## src/rtl/gf180mcu_osu_sc_gp12t3v3__latbank_ctrl.sv

```systemverilog
`default_nettype none
// +--------------------------------------------------------------------------+
// | gf180mcu_osu_sc_gp12t3v3__latbank_ctrl                                   |
// | Arbitrated write controller for a negative-transparent latch bank.       |
// | Optional macro: LATBANK_CTRL_FIXED_PRIO_EN (fixed-priority arbitration). |
// | Revision: 1.0                                                            |
// +--------------------------------------------------------------------------+
module gf180mcu_osu_sc_gp12t3v3__latbank_ctrl #(
  parameter int NREQ = 4,
  parameter int AW   = 3,
  parameter int DW   = 8
) (
  input  logic               CLK,
  input  logic               RST,
  input  logic [NREQ-1:0]    REQ,
  input  logic [NREQ*AW-1:0] ADDR,
  input  logic [NREQ*DW-1:0] DIN,
  output logic [NREQ-1:0]    GNT,
  output logic [DW-1:0]      WDATA,
  output logic [(2**AW)-1:0] LEN_N,
  output logic               BUSY,
  output logic               DONE
);

  localparam int c_NENT = 2**AW;
  localparam int c_PW   = $clog2(NREQ);

  typedef enum logic [1:0] {
    IDLE  = 2'd0,
    SETUP = 2'd1,
    OPEN  = 2'd2,
    CLOSE = 2'd3
  } state_t;

  state_t              r_state;
  state_t              w_next;
  logic                w_capture;
  logic [c_PW-1:0]     w_winner;
  logic [AW-1:0]       w_win_addr;
  logic [DW-1:0]       w_win_data;

  logic [NREQ-1:0]     r_gnt;
  logic [DW-1:0]       r_wdata;
  logic [c_NENT-1:0]   r_len_n;
  logic                r_busy;
  logic                r_done;
  logic [AW-1:0]       r_addr;
`ifndef LATBANK_CTRL_FIXED_PRIO_EN
  logic [c_PW-1:0]     r_ptr;
`endif

  always_comb begin
    w_next    = r_state;
    w_capture = 1'b0;
    case (r_state)
      IDLE, CLOSE: begin
        if (|REQ) begin
          w_next    = SETUP;
          w_capture = 1'b1;
        end else begin
          w_next = IDLE;
        end
      end
      SETUP:   w_next = OPEN;
      OPEN:    w_next = CLOSE;
      default: w_next = IDLE;
    endcase
  end

  // Descending scans let the lowest qualifying index overwrite last.
  always_comb begin
    w_winner   = '0;
    w_win_addr = '0;
    w_win_data = '0;
`ifdef LATBANK_CTRL_FIXED_PRIO_EN
    for (int i = NREQ - 1; i >= 0; i--) begin
      if (REQ[i]) begin
        w_winner   = c_PW'(i);
        w_win_addr = ADDR[i*AW +: AW];
        w_win_data = DIN[i*DW +: DW];
      end
    end
`else
    // Wrapped candidates (below ptr) first, so any candidate at/above ptr wins.
    for (int i = NREQ - 1; i >= 0; i--) begin
      if (REQ[i] && (i < int'(r_ptr))) begin
        w_winner   = c_PW'(i);
        w_win_addr = ADDR[i*AW +: AW];
        w_win_data = DIN[i*DW +: DW];
      end
    end
    for (int i = NREQ - 1; i >= 0; i--) begin
      if (REQ[i] && (i >= int'(r_ptr))) begin
        w_winner   = c_PW'(i);
        w_win_addr = ADDR[i*AW +: AW];
        w_win_data = DIN[i*DW +: DW];
      end
    end
`endif
  end

  always_ff @(posedge CLK) begin
    if (RST) begin
      r_state <= IDLE;
      r_gnt   <= '0;
      r_wdata <= '0;
      r_len_n <= '1;
      r_busy  <= 1'b0;
      r_done  <= 1'b0;
      r_addr  <= '0;
`ifndef LATBANK_CTRL_FIXED_PRIO_EN
      r_ptr   <= '0;
`endif
    end else begin
      r_state <= w_next;
      r_busy  <= (w_next != IDLE);
      r_done  <= (w_next == CLOSE);
      r_gnt   <= w_capture ? (NREQ'(1) << w_winner) : '0;
      // Enable opens one cycle after data is launched and closes one cycle before data may move.
      r_len_n <= (w_next == OPEN) ? ~(c_NENT'(1) << r_addr) : '1;
      if (w_capture) begin
        r_addr  <= w_win_addr;
        r_wdata <= w_win_data;
`ifndef LATBANK_CTRL_FIXED_PRIO_EN
        r_ptr   <= (w_winner == c_PW'(NREQ - 1)) ? '0 : w_winner + c_PW'(1);
`endif
      end
    end
  end

  assign GNT   = r_gnt;
  assign WDATA = r_wdata;
  assign LEN_N = r_len_n;
  assign BUSY  = r_busy;
  assign DONE  = r_done;

endmodule
`default_nettype wire
```

## config.mk

```make
export PLATFORM = sky130hd
export DESIGN_NAME = gf180mcu_osu_sc_gp12t3v3__latbank_ctrl
export DESIGN_NICKNAME = d
export VERILOG_FILES = /design/src/rtl/gf180mcu_osu_sc_gp12t3v3__latbank_ctrl.sv
export SDC_FILE = /design/constraint.sdc
export NUM_CORES = 1
export LEC_CHECK = 0
export ABC_AREA = 1
export BUFFER_PORTS_ARGS = -buffer_cell sky130_fd_sc_hd__clkbuf_2
export CAP_MARGIN = 20
export CORE_AREA = 2 2 64 66
export CTS_BUF_LIST = sky130_fd_sc_hd__clkbuf_4 sky130_fd_sc_hd__clkbuf_8
export DETAILED_ROUTE_END_ITERATION = 7
export DIE_AREA = 0 0 66 68
export HOLD_SLACK_MARGIN = 0.08
export PLACE_DENSITY_LB_ADDON = 0.08
export SKIP_CTS_REPAIR_TIMING = 1
export SYNTH_ARGS = -nofsm -noshare
export SYNTH_HDL_FRONTEND = slang
export SYNTH_SLANG_ARGS = --single-unit
export TNS_END_PERCENT = 20
```

## constraint.sdc

```tcl
create_clock -name CLK -period 2.7 [get_ports CLK]
set_input_delay 0.54 -clock CLK [delete_from_list [all_inputs] [get_ports CLK]]
set_output_delay 0.54 -clock CLK [all_outputs]
set_load 0.02 [all_outputs]
```

Word-level counts from Yosys, hierarchy flattened
Index checks and enable logic that the tools add are counted.
- bits in registers: 29
- input bits: 50
- output and inout bits: 22
- add/subtract/negate cells: 1
- magnitude comparators: 6
- eq/ne operators: 6
- shifts and indexed selects: 2
- muxes and demuxes: 26
- bitwise gates (word level): 3
- reductions and logical operators: 12
- operators with widths (kind ; count):
    8-bit 2-to-1 mux ; 7
    3-bit 2-to-1 mux ; 7
    2-bit 2-to-1 mux ; 8
    2-bit == test, second input constant ; 5
    8-bit inverter ; 1
    1-bit by 3-bit << shifter with 8-bit output, first input constant ; 1
    1-bit logical AND ; 6
    2-bit one-hot mux with 3 select lines ; 1
    2-bit OR reduction ; 3
    1-bit by 2-bit >= comparator with 1-bit output, first input constant ; 2
    1-bit by 2-bit < comparator with 1-bit output, first input constant ; 2
    4-bit OR reduction ; 1
    1-bit by 2-bit << shifter with 4-bit output, first input constant ; 1
    1-bit 2-to-1 mux ; 3
    2-bit by 1-bit adder with 2-bit output, second input constant ; 1
    2-bit by 1-bit == test with 1-bit output, second input constant ; 1
    2-bit >= comparator, first input constant ; 1
    2-bit zero test ; 1
    2-bit < comparator, first input constant ; 1
    1-bit inverter ; 2
    2-bit nonzero test ; 1

Logic depth before layout (Yosys ltp)
- depth in word-level cells: 11
- depth in mapped cells: 12
- mapped depth without buffers: 11

Worst setup path after synthesis
No wires, ideal clock.
- kind: input to register
- start point: input port REQ[0]
- end point: register r_wdata[0] (netlist: WDATA[0])
- setup time: 112 ps
- arrival time: 1324 ps
- required time: 2588 ps
- setup slack: 1264 ps
- stages on the path: 9
- buffers on the path: 1
- cells stage by stage: inv_2 nand3b_1 o21ai_2 nor2_2 inv_1 buf_6 a21oi_1 nand2_1 nand2_1
- longest elaborated chain between the ends: 6
- elaborated cells between the ends (all ways): 10
- those cells by class: mux (7); reduce/logical (3)
- ends and longest elaborated chain (item ; line ; RTL):
    from (decl) ; 15 ; input logic [NREQ-1:0] REQ,
    1-bit logical AND ; 86 ; if (REQ[i] && (i < int'(r_ptr))) begin
    8-bit 2-to-1 mux ; 86 ;
    8-bit 2-to-1 mux (4 in series) ; 93 ; if (REQ[i] && (i >= int'(r_ptr))) begin
    to (signal assigned) ; 123 ; r_wdata <= w_win_data;
    to (decl) ; 43 ; logic [DW-1:0] r_wdata;
Parallel ways exist; a longest one is shown, timed or not.
A chain may end at the register's enable or synchronous reset.

Worst setup path in the final report
- start point: register r_ptr[1]
- end point: register r_ptr[1]
- longest elaborated chain between the ends: 11
- elaborated cells between the ends (all ways): 22
- those cells by class: add/sub (1); order compare (6); eq/ne (1); mux (8); reduce/logical (6)
- ends and longest elaborated chain (item ; line ; RTL):
    from (decl) ; 49 ; logic [c_PW-1:0] r_ptr;
    from (signal assigned) ; 125 ; r_ptr <= (w_winner == c_PW'(NREQ - 1)) ? '0 : w_winner + c_PW'(1);
    2-bit < comparator ; 86 ;
    1-bit logical AND ; 86 ;
    2-bit 2-to-1 mux (3 in series) ; 86 ;
    2-bit 2-to-1 mux (3 in series) ; 93 ;
    2-bit 2-to-1 mux (*) ; 93 ;
    2-bit by 1-bit adder with 2-bit output / 2-bit == test (equally long branches) ; 125 ;
    2-bit 2-to-1 mux (*) ; 125 ;
Every way passes the cells marked *; elsewhere a longest branch is shown, timed or not.

==> run summary <==
======================================================================================================
DIE WIDTH                                                                                        66 um
Sum of net half-perimeters after detailed placement                                            3690 um
Shortest clock period the worst path allows after layout                                       1.72 ns
Filler cell count in the final layout                                                              412
Post-Route Skew                                                                             0.00387 ns
Hold violation count in the final report                                                             0
Share of synthesized area occupied by flip-flops and latches                                     30.2%
Net switching share of the total power                                                           43.4%
Initial Util                                                                                     49.8%
Number of cells on the worst reg-to-reg path                                                         8
Highest fanout seen on the critical path                                                            11
Number of maximum-capacitance violations                                                             0
Total global-route track usage                                                                   22.6%
Setup Viol. Count Final                                                                              0
Pin count of the biggest net entering global routing                                                25
Share of cells above drive strength 1                                                            24.1%
Post-DR wirelength/cell                                                                        10.1 um
Total vias in the final route                                                                     2177
Post-synthesis to final-layout area growth                                                       21.6%
Total of flip-flops plus latches after synthesis                                                    29
Max-slew violation total from the final report                                                       0
Vertical die dimension                                                                           68 um
Logic gate share of total power                                                                  46.9%
Clock transition at the register clock pins on the worst setup and hold paths after CTS        0.06 ns
Reg power frac                                                                                   33.9%
Start of the worst register-to-register path                                              r_ptr[1]$_SDFFE_PP0N_
Reg2reg end                                                                               r_ptr[1]$_SDFFE_PP0N_
Crit start category                                                                          flip-flop
Placed cell area                                                                           0.00225 mm2
Parity-gate share of the synthesized area counting xor and xnor cells                               0%
Max Fclk                                                                                     0.582 GHz
R2r setup slk                                                                                  0.98 ns
Met3 routing resource usage after global routing                                                 5.43%
Vias in the first global route                                                                    1986
Clock latency of the later-clocked register in the worst-skew pair                             0.27 ns
Count of TritonRoute iterations in the first routing pass                                            4
Worst Path Required                                                                            2.92 ns
Overflow left after global routing                                                                   0
Area of the mapped netlist                                                                 0.00192 mm2
CP Capture Type                                                                              flip-flop
Biggest area consumer among synthesized cells                                             sky130_fd_sc_hd__nand2_1
Tightest slew margin relative to the limit                                                       49.9%
Final clock period utilization by the worst path                                                 63.6%
Yosys cell types                                                                                    23
Simple-gate portion of the synthesized area                                                      49.4%
Global routing met1 resource utilization                                                         24.6%
Mean area per synthesized cell                                                                5.62 um2
Total power after layout                                                                       1810 uW
Type of the tightest min-delay check                                                      flip-flop to flip-flop
Dominant combinational cell family by area after synthesis                                simple AND/OR/NAND/NOR gates
Overall die area                                                                           0.00449 mm2
Endpoint, Worst Hold                                                                      WDATA[3]$_SDFFE_PP0N_
Leakage power                                                                               0.00135 uW
Count of routing violations after the opening detailed-route iteration                              82
Peak supply drop                                                                                625 uV
Via/cell ratio                                                                                    4.72
Highest-utilization routing layer at the global route stage                                       met2
Area of the core                                                                           0.00386 mm2
Placed cell count                                                                                  453
Internal Dissipation                                                                           1020 uW
Post-synthesis mux area share                                                                       0%
Hold path depth                                                                                      2
Top-level I/O count                                                                                 72
Number of nets produced by synthesis                                                               394
Dominant cells by area after synthesis                                                    sky130_fd_sc_hd__nand2_1 33%, sky130_fd_sc_hd__dfxtp_1 30%, sky130_fd_sc_hd__nor2_1 6.4%
Syn. warnings                                                                                        0
Run status                                                                                complete, no violations
Maximum level of the CTS H-tree                                                                      2
First-pass GRT wire length                                                                     7880 um
Share of the synthesized area in the top cell type                                               33.2%
Number of clock sinks seen by CTS                                                                   29
Setup repair after global routing missed its margin                                              false
Complex-gate fraction of the synthesized area                                                    5.41%
CTS buffer count                                                                                     5
Number of cells in the finished layout apart from fillers                                          461
RePlAce Congestion                                                                               0.824
Critical path arrival                                                                          1.94 ns
Routed WL                                                                                      4660 um
Total net switching power                                                                       783 uW
DRT antenna net count                                                                                0
Nets@finish                                                                                        462
Final Cell Area                                                                            0.00233 mm2
Antenna violations before repair                                                                     0
Cells after Synth                                                                                  342
Input/output buffers                                                                                71
Power Density                                                                               773 mW/mm2
Hold Path Origin                                                                          WDATA[3]$_SDFFE_PP0N_
Area share of fa/ha/maj cells after synthesis                                                    1.30%
Met2 routing resource usage after global routing                                                 44.4%
Buffer type at the clock tree root                                                        sky130_fd_sc_hd__clkbuf_8
Site row count                                                                                      23
Share of the core filled with cells                                                              60.5%
Clk buf depth                                                                                        2
Share of total power in the clock network                                                        19.2%
Sum of negative setup slack                                                                       0 ns
Crit Path Class                                                                           flip-flop to flip-flop
Number of DRC violations after detailed routing                                                      0
Final antenna diode count                                                                            0
Worst Tran Pin Value                                                                          0.751 ns
Clock tree from TritonCTS                                                                         done
======================================================================================================
-- logic make-up (layout without fill, tap and decap cells) --
family	count (synthesis)	in the layout
and+or+nand+nor	236	236
DFF	29	29
adders and majority gates	2	2
AOI/OAI and AO/OA	20	20
buffers and inverters	55	124
-- worst max path at each step --
stage,startpoint,endpoint
finish,r_ptr[1]$_SDFFE_PP0N_,r_ptr[1]$_SDFFE_PP0N_
global route,r_ptr[1]$_SDFFE_PP0N_,r_ptr[1]$_SDFFE_PP0N_
CTS,r_ptr[1]$_SDFFE_PP0N_,r_ptr[1]$_SDFFE_PP0N_
detailed placement,REQ[3],r_ptr[1]$_SDFFE_PP0N_
global placement,REQ[3],r_ptr[1]$_SDFFE_PP0N_
floorplan,REQ[0],WDATA[0]$_SDFFE_PP0N_
-- cell usage after synthesis --
cell and count:
sky130_fd_sc_hd__o21ai_2 1, sky130_fd_sc_hd__nor3_1 1, sky130_fd_sc_hd__nand3_1 16, sky130_fd_sc_hd__clkbuf_2 1, sky130_fd_sc_hd__clkbuf_8 2, sky130_fd_sc_hd__nand2_1 170
sky130_fd_sc_hd__or2_2 10, sky130_fd_sc_hd__buf_6 2, sky130_fd_sc_hd__ha_1 2, sky130_fd_sc_hd__inv_2 4, sky130_fd_sc_hd__nand4_1 1, sky130_fd_sc_hd__dfxtp_1 29
sky130_fd_sc_hd__a21oi_1 14, sky130_fd_sc_hd__nand2_2 1, sky130_fd_sc_hd__o21ai_0 5, sky130_fd_sc_hd__buf_4 4, sky130_fd_sc_hd__nor2_2 3, sky130_fd_sc_hd__dlygate4sd1_1 1
sky130_fd_sc_hd__clkinv_1 10, sky130_fd_sc_hd__nor2_1 33, sky130_fd_sc_hd__clkbuf_1 1, sky130_fd_sc_hd__nand3b_1 1, sky130_fd_sc_hd__inv_1 30
-- cell type report --
| cell class | count | area, um2 | area share, % |
|---|---|---|---|
| Clock buffer | 6 | 76.3 | 3.27 |
| Tap cell | 50 | 62.6 | 2.68 |
| Timing Repair Buffer | 72 | 363 | 15.5 |
| Sequential cell | 29 | 581 | 24.9 |
| Inverter | 44 | 165 | 7.07 |
| Multi-Input combinational cell | 258 | 1080 | 46.1 |
| Clock inverter | 2 | 10.0 | 0.429 |
-- cell usage in the layout (no fill, tap or decap), types with 2 or more instances in the layout --
master	instances
sky130_fd_sc_hd__a21oi_1	14
sky130_fd_sc_hd__clkbuf_2	71
sky130_fd_sc_hd__clkbuf_8	5
sky130_fd_sc_hd__clkinv_1	10
sky130_fd_sc_hd__clkinv_2	2
sky130_fd_sc_hd__dfxtp_1	29
sky130_fd_sc_hd__ha_1	2
sky130_fd_sc_hd__inv_1	30
sky130_fd_sc_hd__inv_2	4
sky130_fd_sc_hd__nand2_1	170
sky130_fd_sc_hd__nand3_1	16
sky130_fd_sc_hd__nor2_1	33
sky130_fd_sc_hd__nor2_2	3
sky130_fd_sc_hd__o21ai_0	5
sky130_fd_sc_hd__or2_2	10
-- through the flow --
step	setup WS (ns)	hold WS, ns
2_1_floorplan	1.26	0.445
3_3_place_gp	0.738	0.441
3_5_place_dp	0.721	0.438
4_1_cts	0.975	0.452
5_1_grt	0.731	0.463
6_report	0.982	0.450
-- power by group through the flow --
stage          sequential [uW]  combinational (uW)  clock [uW]
2_1_floorplan              705                 570           0
3_3_place_gp               620                 835           0
3_5_place_dp               621                 852           0
4_1_cts                    613                 858         353
5_1_grt                    627                 980         377
6_report                   612                 847         346
-- worst max-delay path, stage by stage, from the launching register on --
cell and delay, ns:
sky130_fd_sc_hd__dfxtp_1 0.42, sky130_fd_sc_hd__nand2_2 0.10, sky130_fd_sc_hd__a21oi_1 0.60, sky130_fd_sc_hd__nand2_1 0.11, sky130_fd_sc_hd__nand3_1 0.14, sky130_fd_sc_hd__nand2_1 0.08, sky130_fd_sc_hd__nor2_1 0.11, sky130_fd_sc_hd__nor2_1 0.05
sky130_fd_sc_hd__nand2_1 0.04
-- routing by layer --
layer | wire length [um] | vias up
met3 | 280 | 4
met5 | 0 | -
met1 | 1990 | 963
met2 | 2360 | 56
met4 | 32 | 0
li1 | - | 1154
-- sequential cells by signal (all words and copies together), names as in the netlist --
name	cells
LEN_N	8
WDATA	8
GNT	4
r_addr	3
r_ptr	2
r_state	2
BUSY	1
DONE	1
No activity file was read; power rests on OpenSTA's default activity.
